==> config.mk <==
export PLATFORM = sky130hd
export DESIGN_NAME = if_stage
export DESIGN_NICKNAME = d
export VERILOG_FILES = /design/src/rtl/if_stage.sv
export SDC_FILE = /design/constraint.sdc
export NUM_CORES = 1
export LEC_CHECK = 0
export CAP_MARGIN = 10
export CORE_MARGIN = 4
export CORE_UTILIZATION = 45
export DETAILED_ROUTE_END_ITERATION = 6
export PLACE_DENSITY = 0.77
export SLEW_MARGIN = 10
export SYNTH_ARGS = -nofsm -noshare
export SYNTH_HDL_FRONTEND = slang
export SYNTH_SLANG_ARGS = --single-unit
==> constraint.sdc <==
create_clock -name clk_i -period 2.77 [get_ports clk_i]
set_clock_uncertainty 0.15 [all_clocks]
set_input_delay 0.831 -clock clk_i [delete_from_list [all_inputs] [get_ports clk_i]]
set_output_delay 0.831 -clock clk_i [all_outputs]
set_load 0.05 [all_outputs]
==> src/rtl/if_stage.sv <==
// Instruction-fetch stage: holds the PC, issues single-outstanding fetches to a
// variable-latency instruction memory and drives the IF/ID pipeline register.
module if_stage #(
  parameter int              XLEN      = 32,
  parameter logic [XLEN-1:0] RESET_PC  = '0,
  parameter logic [31:0]     NOP_INSTR = 32'h0000_0013
) (
  input  logic            clk_i,
  input  logic            rst_i,
  input  logic            stall_i,
  input  logic            redirect_i,
  input  logic [XLEN-1:0] redirect_pc_i,
  output logic            imem_req_o,
  output logic [XLEN-1:0] imem_addr_o,
  input  logic            imem_rvalid_i,
  input  logic [31:0]     imem_rdata_i,
  output logic            ifid_valid_o,
  output logic [XLEN-1:0] ifid_pc_o,
  output logic [XLEN-1:0] ifid_pc4_o,
  output logic [31:0]     ifid_instr_o
);

  typedef enum logic [1:0] {ISSUE, WAIT, BUF, DROP} state_t;

  state_t          state_q;
  logic [XLEN-1:0] pc_q;
  logic [XLEN-1:0] pc_inc;
  logic [XLEN-1:0] redir_tgt;
  logic [31:0]     buf_q;
  logic            accept;
  logic            release_buf;
  logic            deliver;
  logic            capture;
  logic [31:0]     dlv_instr;
  logic            unused_pc_lsbs;

  assign pc_inc         = pc_q + XLEN'(4);
  assign redir_tgt      = {redirect_pc_i[XLEN-1:2], 2'b00};
  assign unused_pc_lsbs = ^redirect_pc_i[1:0];

  assign accept      = (state_q == WAIT) & imem_rvalid_i & ~redirect_i & ~stall_i;
  assign capture     = (state_q == WAIT) & imem_rvalid_i & ~redirect_i &  stall_i;
  assign release_buf = (state_q == BUF) & ~redirect_i & ~stall_i;
  assign deliver     = accept | release_buf;
  assign dlv_instr   = (state_q == BUF) ? buf_q : imem_rdata_i;

  // An accepted response immediately launches the next sequential fetch, so the
  // request is combinational on the response to sustain one instruction per cycle.
  assign imem_req_o  = rst_i & ((state_q == ISSUE) | accept);
  assign imem_addr_o = (state_q == ISSUE) ? pc_q : pc_inc;

  // Fetch control: PC and state
  always_ff @(posedge clk_i or negedge rst_i) begin
    if (!rst_i) begin
      state_q <= ISSUE;
      pc_q    <= RESET_PC;
    end else begin
      case (state_q)
        ISSUE: begin
          if (redirect_i) begin
            pc_q    <= redir_tgt;
            state_q <= DROP;
          end else begin
            state_q <= WAIT;
          end
        end
        WAIT: begin
          if (redirect_i) begin
            pc_q    <= redir_tgt;
            state_q <= imem_rvalid_i ? ISSUE : DROP;
          end else if (imem_rvalid_i) begin
            if (stall_i) state_q <= BUF;
            else         pc_q    <= pc_inc;
          end
        end
        BUF: begin
          if (redirect_i) begin
            pc_q    <= redir_tgt;
            state_q <= ISSUE;
          end else if (!stall_i) begin
            pc_q    <= pc_inc;
            state_q <= ISSUE;
          end
        end
        DROP: begin
          if (redirect_i)    pc_q    <= redir_tgt;
          if (imem_rvalid_i) state_q <= ISSUE;
        end
        default: state_q <= ISSUE;
      endcase
    end
  end

  // Skid buffer holds a response that arrived while decode was stalled
  always_ff @(posedge clk_i) begin
    if (capture) buf_q <= imem_rdata_i;
  end

  // IF/ID register: redirect bubble beats stall hold beats delivery
  always_ff @(posedge clk_i or negedge rst_i) begin
    if (!rst_i) begin
      ifid_valid_o <= 1'b0;
      ifid_pc_o    <= '0;
      ifid_pc4_o   <= '0;
      ifid_instr_o <= NOP_INSTR;
    end else if (redirect_i) begin
      ifid_valid_o <= 1'b0;
      ifid_instr_o <= NOP_INSTR;
    end else if (!stall_i) begin
      if (deliver) begin
        ifid_valid_o <= 1'b1;
        ifid_pc_o    <= pc_q;
        ifid_pc4_o   <= pc_inc;
        ifid_instr_o <= dlv_instr;
      end else begin
        ifid_valid_o <= 1'b0;
        ifid_instr_o <= NOP_INSTR;
      end
    end
  end

endmodule

==> results.toml, run 1 <==
[floorplan]
std_cell_rows = 47
start_util_pct = 46.3
core-area_sq_mm = 0.0167
die_y_um = 139
die_w_um = 139
ios = 199
die_area_sq_mm = 0.0193

[placement]
place_congestion = 0.850
dp_hpwl_um = 16000
port_buffers = 190
place_inst = 1236
place_area_sq_mm = 0.0111

[detailed_routing]
wirelength_um = 26600
drt-initial-drc-count = 549
ant_nets = 0
drt_first_pass_iters = 5
drc = 0
vias = 7384
vias_per_cell = 5.65
routedWlPerCell_um = 20.3

[clock_network]
cts.sinks = 157
clk_latency_ns = 0.43
cts-buffers-inserted = 17
cts_root_buf = "clkbuf_16"
clockBufferDepth = 2
htree_levels = 4
cts_tree = "built"
cts.clk_slew.worst_paths_ns = 0.07
cts_hold_buf = 0

[layout]
layout_common_cells = "nand2_1 (186), clkdlybuf4s50_1 (152), dfrtp_1 (119)"
final_cell_count_no_fill = 1307
mostFrequentLayoutCell = "nand2_1"
layout.nets = 1147
area_growth_syn_to_layout_pct = 63.8
nFillCells = 997
drive_gt1_share_pct = 29.1
fin_area_sq_mm = 0.0127

[setup_path]
cpPeakStageDelay_ns = 0.44
crit_family = "simple AND/OR/NAND/NOR gates"
path_cells = "inv_1 -> nor4_2 -> buf_4 -> and3_4 -> nor2b_1 -> buf_4 -> xor2_4 -> buf_12"
slowest_stage = "nor4_2"
rr_worst_depth = 14
cp-endpoint = "imem_addr_o[24]"
path_class = "reg -> out"
worstSetupStartpointType = "register"
cp.required_ns = 1.79
worstPathArrival_ns = 2.47
startpoint = "pc_q[14]$_DFFE_PN0P_"
end_kind = "primary output"
worst-path-buf-inv = 4
cp.depth = 8
ff2ff_setup_slack_ns = 0.01
rr_endpoint = "ifid_pc4_o[22]$_DFFE_PN0P_"
crit_top_cell = "buf_4"
cp_max_fo = 4
rr_startpoint = "pc_q[2]$_DFFE_PN0P_"

[grt]
grt_pass1_vias = 7396
grtUsageTotal_pct = 25.2
antenna_found_initial = 2
grt_max_degree = 126
grt_pass1_wl_um = 39000
grt_overflow_total = 0

[yosys]
synth_compound_area_share_pct = 11.7
synth_seq_cells = 157
netlist_instances = 799
synth_top_area_share_pct = 39.5
synth.area.mux_share_pct = 4.55
synth_flop_cell = "dfrtp_1"
synth_area_leaders = "dfrtp_1 (39%), edfxtp_1 (12%), nand2_1 (9.4%)"
synth_xor_area_share_pct = 6.57
synth_cell_types = 51
netlist_area_sq_mm = 0.00773
synth_top_family_by_area = "simple AND/OR/NAND/NOR gates"
synth_warnings = 0
synth-edff-count = 32
synthSimpleGateAreaFrac_pct = 18.8
syn_area_per_cell_sq_um = 9.68
synth_top_cell_by_area = "dfrtp_1"
synthArstFlopShare_pct = 79.6
yosysSeqAreaShare_pct = 52.9
synth_adder_area_share_pct = 0.809

[status]
status = "finished with violations"
violations = "negative setup slack"

[timing]
slew_headroom_pct = 54.2
period_share_pct = 124
slew_violations = 0
tns_ns = -9.50
setup_violations = 30
worstMarginPinSlew_ns = 0.686
hold_viol = 0
max_freq_mhz = 290
setup_ws_ns = -0.678
fin_crit_ns = 3.45
grt_setup_unrepaired = "true"

[power]
p_leak_uw = 0.00526
power_density_mw_per_mm2 = 1260
max-vdd-ir-drop_mv = 0.861

[hold_path]
hp-class = "reg -> reg"
min_from = "ifid_pc_o[29]$_DFFE_PN0P_"

[flow_run]
max_cap_viol_count = 0
[power breakdown]
| group | switching [uW] | leakage (uW) | internal (uW) |
|---|---|---|---|
| Sequential | 532 | 0.00185 | 3100 |
| Combinational | 5960 | 0.00312 | 4050 |
| Clock | 1110 | 0.000291 | 1210 |
| Total | 7610 | 0.00526 | 8360 |
[synthesized netlist by cell type (16+ instances only)]
master / count
dfrtp_1: 122
nand3_1: 16
mux2i_1: 34
xnor2_1: 21
o21ai_0: 65
clkbuf_1: 38
edfxtp_1: 32
nand2_1: 193
nor2_1: 41
xor2_1: 37
a21oi_1: 34
buf_2: 19
[worst min-delay path, stage by stage, from the launching register on]
cell and delay, ns:
dfrtp_1 0.34, nand2_1 0.05, nand2_1 0.05
[stage by stage]
step | total power, uW | hold slack (ns) | utilization [%] | setup WS [ns]
final | 16000 | 0.326 | 75.8 | -0.678
after global placement | 12500 | 0.309 | 66.7 | -0.137
after detailed placement | 12600 | 0.312 | 66.7 | -0.133
after floorplan | 9000 | 0.358 | - | -0.303
after CTS | 15500 | 0.331 | 73.5 | -0.405
after global routing | 16600 | 0.357 | 75.8 | -0.703
[how the worst min path moves through the flow]
stage | cells after the start | endpoint
floorplan | 2 | ifid_instr_o[10]$_DFFE_PN0P_
global placement | 2 | ifid_pc_o[16]$_DFFE_PN0P_
detailed placement | 2 | ifid_pc_o[21]$_DFFE_PN0P_
CTS | 2 | ifid_pc_o[29]$_DFFE_PN0P_
global route | 2 | ifid_pc4_o[12]$_DFFE_PN0P_
finish | 2 | ifid_pc_o[29]$_DFFE_PN0P_
[kinds of logic (layout without fill, tap and decap cells)]
logic type,count (synthesis),count (layout)
xor gates and xnor gates,58,58
AOI/OAI and AO/OA,153,153
muxes,35,35
other,1,7
buffers and inverters,80,362
and+or+nand+nor,310,310
adders and majority gates,5,5
DFF,157,157
[state kept, by name, indices dropped and copies added (netlist names)]
| register | cells |
|---|---|
| ifid_valid_o | 1 |
| ifid_pc_o | 30 |
| state_q | 2 |
| ifid_instr_o | 32 |
| ifid_pc4_o | 30 |
| pc_q | 30 |
| buf_q | 32 |
[final cells by class]
type                            count  area, sq um  share of cell area [%]
Multi-Input combinational cell    567         4180                    33.0
Tap cell                          220          275                    2.17
Timing Repair Buffer              324         3480                    27.5
Inverter                            6         22.5                   0.178
Antenna cell                        1         2.50                  0.0198
Sequential cell                   157         4100                    32.4
Clock inverter                     15          176                    1.39
Clock buffer                       17          425                    3.36
[timing repair]
item | in CTS | in global routing
gates cloned | 1 | 0
pin swaps | 30 | 43
buffers inserted | 16 | 26
gates resized for setup | 81 | 52
setup endpoints to repair | 32 | 34
[routing by layer]
layer  up-vias  wire length (um)  global-route usage (%)
met5         -                19                       0
met4         2              1150                    12.0
met3        93              1820                    5.48
met2       399             13400                    42.6
met1      3639             10200                    30.6
li1       3251                 -                       -
Power figures use the tool's default switching activity.
==> inputs of run 2 (changes only) <==
SLEW_MARGIN = 20   (was 10)
==> results of run 2 <==
No change in the layout: final DEF, timing and power equal those of run 1.
